$ cat src/rtl/axil_regfile_slave_if.sv
`default_nettype none
// ============================================================================
// Module   : axil_regfile_slave_if
// Brief    : AXI-Lite bundle between the EMIF-to-AXI-Lite bridge and the bank.
// Revision : 1.0
// ============================================================================
interface axil_regfile_slave_if;
    logic        s_axil_awvalid;
    logic        s_axil_awready;
    logic [31:0] s_axil_awaddr;
    logic [2:0]  s_axil_awprot;
    logic        s_axil_wvalid;
    logic        s_axil_wready;
    logic [31:0] s_axil_wdata;
    logic [3:0]  s_axil_wstrb;
    logic        s_axil_bvalid;
    logic        s_axil_bready;
    logic [1:0]  s_axil_bresp;
    logic        s_axil_arvalid;
    logic        s_axil_arready;
    logic [31:0] s_axil_araddr;
    logic [2:0]  s_axil_arprot;
    logic        s_axil_rvalid;
    logic        s_axil_rready;
    logic [31:0] s_axil_rdata;
    logic [1:0]  s_axil_rresp;

    modport master (
        output s_axil_awvalid, s_axil_awaddr, s_axil_awprot,
        output s_axil_wvalid,  s_axil_wdata,  s_axil_wstrb,
        output s_axil_bready,
        output s_axil_arvalid, s_axil_araddr, s_axil_arprot,
        output s_axil_rready,
        input  s_axil_awready, s_axil_wready,
        input  s_axil_bvalid,  s_axil_bresp,
        input  s_axil_arready,
        input  s_axil_rvalid,  s_axil_rdata,  s_axil_rresp
    );

    modport slave (
        input  s_axil_awvalid, s_axil_awaddr, s_axil_awprot,
        input  s_axil_wvalid,  s_axil_wdata,  s_axil_wstrb,
        input  s_axil_bready,
        input  s_axil_arvalid, s_axil_araddr, s_axil_arprot,
        input  s_axil_rready,
        output s_axil_awready, s_axil_wready,
        output s_axil_bvalid,  s_axil_bresp,
        output s_axil_arready,
        output s_axil_rvalid,  s_axil_rdata,  s_axil_rresp
    );
endinterface
`default_nettype wire

$ cat src/rtl/axil_regfile_slave.sv
`default_nettype none
// ============================================================================
// Module   : axil_regfile_slave
// Brief    : AXI-Lite register bank (ID, CTRL, W1C STATUS, IRQ_MASK, scratch).
//            Define AXIL_REGFILE_RDCLR_EN to make STATUS reads clear-on-read.
// Revision : 1.0
// ============================================================================
module axil_regfile_slave #(
    parameter int          ADDR_WIDTH = 16,
    parameter int          NUM_REGS   = 16,
    parameter logic [31:0] ID_VALUE   = 32'hE1F0_0001,
    parameter logic [31:0] CTRL_RST   = 32'h0000_0000
) (
    input  logic                 eclk,
    input  logic                 nrst,
    axil_regfile_slave_if.slave  s_axil,
    input  logic [31:0]          evt_in,
    output logic [31:0]          ctrl_out,
    output logic                 irq
);

    localparam int               IDX_W       = ADDR_WIDTH - 2;
    localparam int               NUM_SCR     = NUM_REGS - 4;
    localparam logic [31:0]      OOR_DATA    = 32'hDEAD_BEEF;
    localparam logic [1:0]       RESP_OKAY   = 2'b00;
    localparam logic [1:0]       RESP_SLVERR = 2'b10;
    localparam logic [IDX_W-1:0] IDX_ID      = IDX_W'(0);
    localparam logic [IDX_W-1:0] IDX_CTRL    = IDX_W'(1);
    localparam logic [IDX_W-1:0] IDX_STATUS  = IDX_W'(2);
    localparam logic [IDX_W-1:0] IDX_MASK    = IDX_W'(3);

    typedef enum logic [2:0] {
        WR_IDLE = 3'd0,
        WR_AW   = 3'd1,
        WR_W    = 3'd2,
        WR_BOTH = 3'd3,
        WR_RESP = 3'd4
    } wr_state_t;

    wr_state_t        wr_state_q, wr_state_d;
    logic [IDX_W-1:0] wr_idx_q;
    logic [31:0]      wdata_q;
    logic [3:0]       wstrb_q;
    logic [1:0]       bresp_q;

    logic             rvalid_q;
    logic [31:0]      rdata_q;
    logic [1:0]       rresp_q;

    logic [31:0]      ctrl_q;
    logic [31:0]      status_q, status_d;
    logic [31:0]      mask_q;
    logic [31:0]      scratch_q [NUM_SCR];
    logic             irq_q;

    logic             aw_hs, w_hs, ar_hs;
    logic             wr_commit;
    logic             wr_idx_ok;
    logic [31:0]      wr_bmask;
    logic [31:0]      w1c_bits;
    logic [31:0]      rdclr_bits;
    logic [IDX_W-1:0] rd_idx;
    logic [31:0]      rd_data;
    logic [1:0]       rd_resp;
    logic             unused_ok;

    function automatic logic idx_ok(input logic [IDX_W-1:0] idx);
        return 32'(idx) < 32'(NUM_REGS);
    endfunction

    function automatic logic [31:0] strb_mask(input logic [3:0] strb);
        return {{8{strb[3]}}, {8{strb[2]}}, {8{strb[1]}}, {8{strb[0]}}};
    endfunction

    function automatic logic [31:0] merge(input logic [31:0] old_v,
                                          input logic [31:0] new_v,
                                          input logic [31:0] m);
        return (old_v & ~m) | (new_v & m);
    endfunction

    // Ready lines are pure decodes of the registered write state, so they
    // behave as registered outputs and drop the cycle after each handshake.
    assign s_axil.s_axil_awready = (wr_state_q == WR_IDLE) || (wr_state_q == WR_W);
    assign s_axil.s_axil_wready  = (wr_state_q == WR_IDLE) || (wr_state_q == WR_AW);
    assign s_axil.s_axil_bvalid  = (wr_state_q == WR_RESP);
    assign s_axil.s_axil_bresp   = bresp_q;
    assign s_axil.s_axil_arready = ~rvalid_q;
    assign s_axil.s_axil_rvalid  = rvalid_q;
    assign s_axil.s_axil_rdata   = rdata_q;
    assign s_axil.s_axil_rresp   = rresp_q;

    assign aw_hs     = s_axil.s_axil_awvalid & s_axil.s_axil_awready;
    assign w_hs      = s_axil.s_axil_wvalid  & s_axil.s_axil_wready;
    assign ar_hs     = s_axil.s_axil_arvalid & ~rvalid_q;
    assign wr_commit = (wr_state_q == WR_BOTH);
    assign wr_idx_ok = idx_ok(wr_idx_q);
    assign wr_bmask  = strb_mask(wstrb_q);
    assign rd_idx    = s_axil.s_axil_araddr[ADDR_WIDTH-1:2];

    assign unused_ok = ^{s_axil.s_axil_awprot, s_axil.s_axil_arprot,
                         s_axil.s_axil_awaddr, s_axil.s_axil_araddr};

    always_comb begin
        wr_state_d = wr_state_q;
        case (wr_state_q)
            WR_IDLE: begin
                if (aw_hs && w_hs) wr_state_d = WR_BOTH;
                else if (aw_hs)    wr_state_d = WR_AW;
                else if (w_hs)     wr_state_d = WR_W;
            end
            WR_AW:   if (w_hs)  wr_state_d = WR_BOTH;
            WR_W:    if (aw_hs) wr_state_d = WR_BOTH;
            WR_BOTH: wr_state_d = WR_RESP;
            WR_RESP: if (s_axil.s_axil_bready) wr_state_d = WR_IDLE;
            default: wr_state_d = WR_IDLE;
        endcase
    end

    always_ff @(posedge eclk or negedge nrst) begin
        if (!nrst) begin
            wr_state_q <= WR_IDLE;
            wr_idx_q   <= '0;
            wdata_q    <= '0;
            wstrb_q    <= '0;
            bresp_q    <= RESP_OKAY;
        end else begin
            wr_state_q <= wr_state_d;
            if (aw_hs) wr_idx_q <= s_axil.s_axil_awaddr[ADDR_WIDTH-1:2];
            if (w_hs) begin
                wdata_q <= s_axil.s_axil_wdata;
                wstrb_q <= s_axil.s_axil_wstrb;
            end
            if (wr_commit) bresp_q <= wr_idx_ok ? RESP_OKAY : RESP_SLVERR;
        end
    end

    // Read mux works on pre-edge state, so a same-cycle write is not visible.
    always_comb begin
        rd_data = OOR_DATA;
        rd_resp = RESP_SLVERR;
        if (idx_ok(rd_idx)) begin
            rd_resp = RESP_OKAY;
            rd_data = '0;
            if (rd_idx == IDX_ID)          rd_data = ID_VALUE;
            else if (rd_idx == IDX_CTRL)   rd_data = ctrl_q;
            else if (rd_idx == IDX_STATUS) rd_data = status_q;
            else if (rd_idx == IDX_MASK)   rd_data = mask_q;
            else begin
                for (int k = 0; k < NUM_SCR; k++) begin
                    if (rd_idx == IDX_W'(k + 4)) rd_data = scratch_q[k];
                end
            end
        end
    end

    always_ff @(posedge eclk or negedge nrst) begin
        if (!nrst) begin
            rvalid_q <= 1'b0;
            rdata_q  <= '0;
            rresp_q  <= RESP_OKAY;
        end else if (ar_hs) begin
            rvalid_q <= 1'b1;
            rdata_q  <= rd_data;
            rresp_q  <= rd_resp;
        end else if (rvalid_q && s_axil.s_axil_rready) begin
            rvalid_q <= 1'b0;
        end
    end

    assign w1c_bits = (wr_commit && wr_idx_q == IDX_STATUS) ? (wdata_q & wr_bmask) : '0;

`ifdef AXIL_REGFILE_RDCLR_EN
    assign rdclr_bits = (ar_hs && rd_idx == IDX_STATUS) ? status_q : '0;
`else
    assign rdclr_bits = '0;
`endif

    // OR-ing events after the clears lets a same-cycle event win.
    assign status_d = (status_q & ~(w1c_bits | rdclr_bits)) | evt_in;

    always_ff @(posedge eclk or negedge nrst) begin
        if (!nrst) begin
            ctrl_q   <= CTRL_RST;
            status_q <= '0;
            mask_q   <= '0;
            irq_q    <= 1'b0;
            for (int k = 0; k < NUM_SCR; k++) scratch_q[k] <= '0;
        end else begin
            status_q <= status_d;
            irq_q    <= |(status_q & mask_q);
            if (wr_commit && wr_idx_q == IDX_CTRL)
                ctrl_q <= merge(ctrl_q, wdata_q, wr_bmask);
            if (wr_commit && wr_idx_q == IDX_MASK)
                mask_q <= merge(mask_q, wdata_q, wr_bmask);
            for (int k = 0; k < NUM_SCR; k++) begin
                if (wr_commit && wr_idx_q == IDX_W'(k + 4))
                    scratch_q[k] <= merge(scratch_q[k], wdata_q, wr_bmask);
            end
        end
    end

    assign ctrl_out = ctrl_q;
    assign irq      = irq_q;

endmodule
`default_nettype wire

$ cat src/flat_wrapper.sv
// flat-port wrapper written by rule: the top's interface ports become plain ports
module axil_regfile_slave_flat 
#(
    parameter int          ADDR_WIDTH = 16,
    parameter int          NUM_REGS   = 16,
    parameter logic [31:0] ID_VALUE   = 32'hE1F0_0001,
    parameter logic [31:0] CTRL_RST   = 32'h0000_0000
)
  (eclk, nrst, evt_in, ctrl_out, irq, s_axil_s_axil_awvalid, s_axil_s_axil_awaddr, s_axil_s_axil_awprot, s_axil_s_axil_wvalid, s_axil_s_axil_wdata, s_axil_s_axil_wstrb, s_axil_s_axil_bready, s_axil_s_axil_arvalid, s_axil_s_axil_araddr, s_axil_s_axil_arprot, s_axil_s_axil_rready, s_axil_s_axil_awready, s_axil_s_axil_wready, s_axil_s_axil_bvalid, s_axil_s_axil_bresp, s_axil_s_axil_arready, s_axil_s_axil_rvalid, s_axil_s_axil_rdata, s_axil_s_axil_rresp);
  axil_regfile_slave_if s_axil_i ();
  input  logic eclk;
  input  logic nrst;
  input  logic [31:0] evt_in;
  output logic [31:0] ctrl_out;
  output logic irq;
  input wire logic [$bits(s_axil_i.s_axil_awvalid)-1:0] s_axil_s_axil_awvalid;
  input wire logic [$bits(s_axil_i.s_axil_awaddr)-1:0] s_axil_s_axil_awaddr;
  input wire logic [$bits(s_axil_i.s_axil_awprot)-1:0] s_axil_s_axil_awprot;
  input wire logic [$bits(s_axil_i.s_axil_wvalid)-1:0] s_axil_s_axil_wvalid;
  input wire logic [$bits(s_axil_i.s_axil_wdata)-1:0] s_axil_s_axil_wdata;
  input wire logic [$bits(s_axil_i.s_axil_wstrb)-1:0] s_axil_s_axil_wstrb;
  input wire logic [$bits(s_axil_i.s_axil_bready)-1:0] s_axil_s_axil_bready;
  input wire logic [$bits(s_axil_i.s_axil_arvalid)-1:0] s_axil_s_axil_arvalid;
  input wire logic [$bits(s_axil_i.s_axil_araddr)-1:0] s_axil_s_axil_araddr;
  input wire logic [$bits(s_axil_i.s_axil_arprot)-1:0] s_axil_s_axil_arprot;
  input wire logic [$bits(s_axil_i.s_axil_rready)-1:0] s_axil_s_axil_rready;
  output wire logic [$bits(s_axil_i.s_axil_awready)-1:0] s_axil_s_axil_awready;
  output wire logic [$bits(s_axil_i.s_axil_wready)-1:0] s_axil_s_axil_wready;
  output wire logic [$bits(s_axil_i.s_axil_bvalid)-1:0] s_axil_s_axil_bvalid;
  output wire logic [$bits(s_axil_i.s_axil_bresp)-1:0] s_axil_s_axil_bresp;
  output wire logic [$bits(s_axil_i.s_axil_arready)-1:0] s_axil_s_axil_arready;
  output wire logic [$bits(s_axil_i.s_axil_rvalid)-1:0] s_axil_s_axil_rvalid;
  output wire logic [$bits(s_axil_i.s_axil_rdata)-1:0] s_axil_s_axil_rdata;
  output wire logic [$bits(s_axil_i.s_axil_rresp)-1:0] s_axil_s_axil_rresp;
  assign s_axil_i.s_axil_awvalid = s_axil_s_axil_awvalid;
  assign s_axil_i.s_axil_awaddr = s_axil_s_axil_awaddr;
  assign s_axil_i.s_axil_awprot = s_axil_s_axil_awprot;
  assign s_axil_i.s_axil_wvalid = s_axil_s_axil_wvalid;
  assign s_axil_i.s_axil_wdata = s_axil_s_axil_wdata;
  assign s_axil_i.s_axil_wstrb = s_axil_s_axil_wstrb;
  assign s_axil_i.s_axil_bready = s_axil_s_axil_bready;
  assign s_axil_i.s_axil_arvalid = s_axil_s_axil_arvalid;
  assign s_axil_i.s_axil_araddr = s_axil_s_axil_araddr;
  assign s_axil_i.s_axil_arprot = s_axil_s_axil_arprot;
  assign s_axil_i.s_axil_rready = s_axil_s_axil_rready;
  assign s_axil_s_axil_awready = s_axil_i.s_axil_awready;
  assign s_axil_s_axil_wready = s_axil_i.s_axil_wready;
  assign s_axil_s_axil_bvalid = s_axil_i.s_axil_bvalid;
  assign s_axil_s_axil_bresp = s_axil_i.s_axil_bresp;
  assign s_axil_s_axil_arready = s_axil_i.s_axil_arready;
  assign s_axil_s_axil_rvalid = s_axil_i.s_axil_rvalid;
  assign s_axil_s_axil_rdata = s_axil_i.s_axil_rdata;
  assign s_axil_s_axil_rresp = s_axil_i.s_axil_rresp;
  axil_regfile_slave #(.ADDR_WIDTH(ADDR_WIDTH), .NUM_REGS(NUM_REGS), .ID_VALUE(ID_VALUE), .CTRL_RST(CTRL_RST)) u_core (.eclk(eclk), .nrst(nrst), .s_axil(s_axil_i), .evt_in(evt_in), .ctrl_out(ctrl_out), .irq(irq));
endmodule
$ cat config.mk
export PLATFORM = sky130hd
export DESIGN_NAME = axil_regfile_slave_flat
export DESIGN_NICKNAME = d
export VERILOG_FILES = /design/src/rtl/axil_regfile_slave_if.sv /design/src/rtl/axil_regfile_slave.sv /design/src/flat_wrapper.sv
export SDC_FILE = /design/constraint.sdc
export NUM_CORES = 1
export LEC_CHECK = 0
export ABC_AREA = 1
export CORE_UTILIZATION = 32
export CTS_CLUSTER_DIAMETER = 30
export DETAILED_ROUTE_END_ITERATION = 16
export GPL_TIMING_DRIVEN = 0
export PLACE_DENSITY = 0.51
export SLEW_MARGIN = 5
export SYNTH_ARGS = -nofsm -noshare
export SYNTH_HDL_FRONTEND = slang
export SYNTH_SLANG_ARGS = --single-unit
export TNS_END_PERCENT = 50
$ cat constraint.sdc
create_clock -name eclk -period 4.8 [get_ports eclk]
set_input_delay 0.96 -clock eclk [delete_from_list [all_inputs] [get_ports eclk]]
set_output_delay 0.96 -clock eclk [all_outputs]
set_load 0.02 [all_outputs]
==> qor.csv, run 1 <==
metric,value,unit
routed vias,22890,
Tcrit/Tclk final,73.87,%
I/O Pins,219,
RSZ-0062 raised after global routing,false,
Die Ht,283.7,µm
mapped cell area,25400,µm²
ANT nets after route,0,
Fin Setup TNS,0,ns
H-tree depth,4,
P&R area growth vs syn,30.99,%
PD cells,510.2,nW/µm²
sequential element share of the synthesized area,56.06,%
routed vias/inst,5.065,
cell internal pwr,12.07,mW
synth unique cells,39,
# hold bufs at CTS,0,
clock power share,55.0,%
Buffers on Ports,174,
largest net degree at the start of global routing,107,
Root Driver,clkbuf_16,
"Hold Vio Cnt, Final",0,
Worst path top cell family by delay,simple AND/OR/NAND/NOR gates,
worst path buffer plus inverter count,2,
Flop pwr share,31.4,%
vias in the first global route,22540,
number of remaining DRC errors,0,
WL/cell,20.68,µm
global-route wire length before repair,141.8,mm
HPWL after detailed placement,70.39,mm
P_sw,4.907,mW
clk_lat worst skew,0.71,ns
slowest cell delay on critical path,0.72,ns
post_cts resized,0,
Setup Skew,0.02824,ns
r2r worst-path depth,7,
initial DRC count,1945,
synthesized flop and latch total,569,
initial antenna violation count,2,
synthesized area per cell,8.310,µm²
final wirelength,93.46,mm
Post-Layout Cell Count,4519,
layout cells sized above 1,9.546,%
worst-path fanout max,10,
Layout Nets,3517,
Core Area,77980,µm²
Sw Ratio,28.91,%
maximum vdd drop,0.3546,mV
placer congestion estimate,0.8985,
Critical Path AT,4.16,ns
max-slew violations,0,
CTS sink cnt,569,
CTS tree,built,
Setup-failing EPs final,0,
CP Cell Sequence,clkdlybuf4s50_1 -> nor2_2 -> nand2_1 -> nor2_2 -> nand2_2 -> nor3_4 -> buf_4 -> nand2_1 -> nand4_1 -> nor2_1 -> nand4_1 -> nand2_1 -> nand4_1 -> nand2_1 -> a21oi_1,
initial core utilization,32.57,%
CP Depth,15,
total track usage,23.38,%
Post-CTS Setup Repair Bufs,0,
Fmax,282.0,MHz
crit path kind,in -> reg,
slowest cell on the critical path,nor3_4,
cts bufs inserted,133,
Setup crit start kind,input pin,
row count,102,
"most used cell, CP",nand2_1,
Tightest Pin Transition,1.363,ns
placed cell count,4277,
Die Width,283.7,µm
gr ovfl total,0,
drt first pass iters,7,
number of synthesis warnings,0,
Logic pwr share,13.6,%
maximum capacitance violations,0,
"Reg clk slew, reported paths",0.05,ns
Leak Pwr,14.59,nW
WP data required,5.42,ns
fin crit period,3.546,ns
Max clock buf depth,3,
full die area,80500,µm²
status,"complete, no violations",
Tightest Hold Check Type,in -> async,
Post-Syn Instances,3056,
crit end category,flip-flop,
Worst slew margin,8.347,%
[placed cells by master (no fill, tap or decap), types with 4 or more instances in the layout]
master,netlist,final
buf_2,25,25
inv_6,0,11
inv_1,179,179
clkbuf_8,0,23
mux2_2,4,4
nand2_1,944,944
clkbuf_16,0,135
buf_16,0,6
a221oi_1,4,4
clkinv_2,0,20
nor2_1,280,280
a21oi_1,72,72
inv_2,10,10
nand4_1,134,134
bufinv_16,0,18
clkdlybuf4s50_1,0,173
nor3_2,4,4
buf_4,7,7
clkinvlp_4,0,8
buf_1,8,8
nor4_2,20,21
o21bai_1,4,4
a22o_1,8,8
nor3_1,8,8
nand3_1,122,122
nand3_2,5,5
o21ai_0,416,416
nor2_2,11,11
dfrtp_1,569,569
o21ai_1,43,43
clkinv_4,0,6
a21o_1,28,28
clkbuf_1,125,143
[path summary, 6_finish.rpt]
path                                                            start  slack (ns)                                          to
setup / recovery                             s_axil_s_axil_araddr[12]        1.25   u_core.s_axil.s_axil_rdata[2]$_DFFE_PN0P_
hold / removal                                                   nrst         0.1                  asynchronous set/reset pin
setup reg to reg                     u_core.wr_state_q[0]$_DFFE_PN0P_        1.60              u_core.wdata_q[19]$_DFFE_PN0P_
hold reg to reg            u_core.s_axil.s_axil_rdata[17]$_DFFE_PN0P_        0.47  u_core.s_axil.s_axil_rdata[17]$_DFFE_PN0P_
max in group asynchronous                                        nrst        2.47  u_core.s_axil.s_axil_rdata[23]$_DFFE_PN0P_
min in group eclk          u_core.s_axil.s_axil_rdata[17]$_DFFE_PN0P_        0.47  u_core.s_axil.s_axil_rdata[17]$_DFFE_PN0P_
[cells in the mapped netlist (all sizes together)]
cell type	number	share of area, %
a22o	8	0.28
nand2	947	14
nand3	128	2.7
or2	3	0.074
nor3	13	0.38
a221oi	4	0.14
nand4	134	3.3
a21o	28	0.83
buf	43	0.95
o22ai	3	0.074
conb	1	0.015
clkbuf	125	1.8
a21oi	72	1.4
nor2	294	4.5
and2	2	0.049
dfrtp	569	56
a2111oi	1	0.034
and3	1	0.025
mux2	4	0.18
o22a	1	0.034
nor4	23	1.1
o21ai	459	9.0
o21bai	4	0.12
inv	189	2.8
[cell families after synthesis]
family,after synthesis,synth area share [%]
simple gates,1545,26.18
buf+inv,357,5.592
compound gates,580,11.97
flops,569,56.06
other cells,1,0.01477
mux,4,0.1773
[layout make-up]
class | count | area, µm²
antenna | 1 | 2.502
timing repair buffer | 180 | 1912
tap | 1040 | 1301
clock buffer | 176 | 3762
buffer | 168 | 710.7
fill | 7919 | 44710
multi-input combinational | 2131 | 9748
sequential | 569 | 14240
inverter | 189 | 709.4
clock inverter | 65 | 882.1
[power by group through the flow]
stage	logic [mW]	clock network [mW]	registers, mW
3_3_place_gp	2.29	0	5.40
3_5_place_dp	2.31	0	5.39
5_1_grt	2.50	9.73	5.36
4_1_cts	2.32	9.44	5.32
2_1_floorplan	1.14	0	5.36
6_report	2.31	9.34	5.33
[layer usage]
layer | wire [µm] | track usage, %
met1 | 43210 | 33.59
met3 | 6681 | 4.751
met4 | 1979 | 7.027
met5 | 8 | 0
met2 | 41580 | 35.27
[per-stage QoR]
stage	cell area [µm²]	hold WS (ns)	power (mW)	setup WS (ns)	utilization, %
final	33270	0.09516	16.97	1.254	42.66
after global routing	33260	0.08833	17.59	1.073	42.66
after CTS	33260	0.07399	17.07	1.252	42.66
after detailed placement	28620	0.4637	7.697	0.5085	36.70
after global placement	28440	0.4631	7.695	-24.25	36.48
after floorplan	25400	0.4495	6.499	2.272	-
Power figures use the tool's default switching activity.
==> run 2: changes to the inputs <==
--- a/config.mk
+++ b/config.mk
@@ -10,7 +10,7 @@
 export CTS_CLUSTER_DIAMETER = 30
 export DETAILED_ROUTE_END_ITERATION = 16
 export GPL_TIMING_DRIVEN = 0
-export PLACE_DENSITY = 0.51
+export PLACE_DENSITY = 0.53
 export SLEW_MARGIN = 5
 export SYNTH_ARGS = -nofsm -noshare
 export SYNTH_HDL_FRONTEND = slang
==> constraint.sdc (replaced) <==
create_clock -name eclk -period 3.06 [get_ports eclk]
set_input_delay 0.612 -clock eclk [delete_from_list [all_inputs] [get_ports eclk]]
set_output_delay 0.612 -clock eclk [all_outputs]
set_load 0.02 [all_outputs]
==> run 2 against run 1 <==
Net effect:
- count of clock-buffer cells in the layout is 16 higher
- clock skew is 0.00060 ns lower
- flip-flop and latch count stayed put
- sequential power is 57% higher
- setup slack worse by 1.2 ns
- sequential share of layout area is 0.080 points lower
- final area is 0.19% higher
- worst hold slack better by 0.36 ns
- register-to-register slack worse by 1.6 ns
- die area stayed put
- largest power group unchanged
- highest routed layer is now met4
==> qor.csv, run 2 (synthesis results as in run 1) <==
metric,value,unit
Leak Pwr,14.66,nW
Root Driver,clkbuf_16,
drt first pass iters,5,
"commonest non-fill, non-tap cells in the layout","nand2_1 (944), dfrtp_1 (569), o21ai_0 (416)",
clk_lat worst skew,0.69,ns
crit end category,flip-flop,
clock power share,54.5,%
multi-input logic area,9817,µm²
placed cell count,4277,
Fin Setup TNS,0,ns
global-route wire length before repair,141.8,mm
max-slew violations,0,
maximum capacitance violations,0,
number of remaining DRC errors,0,
fin area,33330,µm²
full die area,80500,µm²
largest net degree at the start of global routing,105,
WL/cell,20.53,µm
routed vias/inst,5.092,
CTS tree,built,
highest routed metal layer,met4,
post-route setup slack,0.02103,ns
CTS sink cnt,569,
RSZ-0062 raised after global routing,true,
Layout Nets,3521,
Fmax,329.1,MHz
wire length on met3,6.577,mm
Flop pwr share,31.7,%
Setup-failing EPs final,0,
cell internal pwr,18.80,mW
Buffers on Ports,174,
P&R area growth vs syn,31.23,%
initial antenna violation count,4,
Die Width,283.7,µm
Core Area,77980,µm²
WP data required,3.62,ns
Worst slew margin,17.75,%
Critical Path AT,3.60,ns
initial DRC count,2279,
initial core utilization,32.57,%
met2 WL,41.17,mm
total track usage,23.29,%
gr ovfl total,0,
placer congestion estimate,0.8964,
Tightest Pin Transition,1.224,ns
H-tree depth,4,
final wirelength,92.85,mm
worst hold slack,0.4578,ns
Setup crit start kind,flip-flop,
"most common cell after layout, fill and taps aside",nand2_1,
I/O Pins,219,
PD cells,792.7,nW/µm²
HPWL after detailed placement,70.00,mm
met1 WL,42.92,mm
"Hold Vio Cnt, Final",0,
ANT nets after route,0,
Sw Ratio,28.83,%
fin crit period,3.039,ns
status,"complete, no violations",
layout cells sized above 1,9.773,%
Post-Layout Cell Count,4523,
Logic pwr share,13.9,%
vias in the first global route,22830,
Tightest Hold Check Type,in -> async,
Setup Skew,0.02763,ns
row count,102,
P_sw,7.617,mW
setup slack after placement,-0.6976,ns
Max clock buf depth,3,
worst-path fanout max,10,
Tcrit/Tclk final,99.31,%
routed vias,23030,
fillers,7928,
maximum vdd drop,0.6026,mV
Die Ht,283.7,µm
sequential cell area,14240,µm²
Post-DP Area,28610,µm²
crit path kind,reg -> reg,
"Reg clk slew, reported paths",0.05,ns
cts bufs inserted,134,
==> run 2: cell count changes in the layout (fill, tap and decap cells not counted), sizes merged <==
cell,change
bufinv,-6
clkbuf,+17
buf,+1
diode,+3
dlygate4sd3,+1
inv,-4
clkinvlp,-6
clkinv,-2
==> run 2: critical path, stage by stage (launching register included) <==
cell and delay, ns:
dfrtp_1 0.38, nor2_1 0.15, nand2_1 0.26, buf_4 0.30, nor4_2 0.73, nand3_1 0.55, clkbuf_1 0.35, nand2_1 0.10
o21ai_1 0.06
==> run 2: worst paths after layout <==
check	from	to	slack, ns	cells past startpoint
worst min-delay path	nrst	asynchronous set/reset pin	0.46	2
min in group eclk	s_axil_s_axil_awaddr[7]	u_core.wr_idx_q[5]$_DFFE_PN0P_	0.46	3
worst max register to register	u_core.wr_idx_q[6]$_DFFE_PN0P_	flip-flop	0.02	8
worst min register to register	u_core.wr_idx_q[12]$_DFFE_PN0P_	u_core.wr_idx_q[12]$_DFFE_PN0P_	0.47	2
worst max-delay path	u_core.wr_idx_q[6]$_DFFE_PN0P_	flip-flop	0.02	8
max in group asynchronous	nrst	asynchronous set/reset pin	0.79	5
==> run 2: power by group through the flow <==
stage	clock, mW	sequential (mW)	combinational [mW]
4_1_cts	14.5	8.36	3.63
3_5_place_dp	0	8.46	3.61
5_1_grt	15.0	8.42	3.94
6_report	14.4	8.37	3.66
2_1_floorplan	0	8.41	1.79
3_3_place_gp	0	8.49	3.58
==> run 2: what timing repair did <==
item | in CTS | in global routing
pin swaps | 0 | 1
hold endpoints to repair | 63 | 0
gates resized for setup | 3 | 19
buffers inserted | 0 | 3
setup endpoints to repair | 31 | 185
hold buffers | 1 | 0
==> run 2: per-layer routing <==
metal	track usage [%]	vias to the layer above
li1	-	10750
met1	33.09	11340
met2	35.45	802
met3	4.791	139
met4	7.162	0
met5	0	-
==> run 2: metrics by stage <==
stage / util [%] / power (mW)
floorplan: - / 10.19
global placement: 36.48 / 12.07
detailed placement: 36.69 / 12.07
CTS: 42.61 / 26.52
global route: 42.73 / 27.33
finish: 42.74 / 26.42
==> run 2: final cells by class <==
class	instances	share of cell area (%)
antenna	4	0.03003
multi-input combinational	2131	29.45
clock buffer	192	11.97
tap	1040	3.904
buffer	167	2.144
inverter	189	2.129
sequential	569	42.72
clock inverter	47	1.813
timing repair buffer	184	5.834
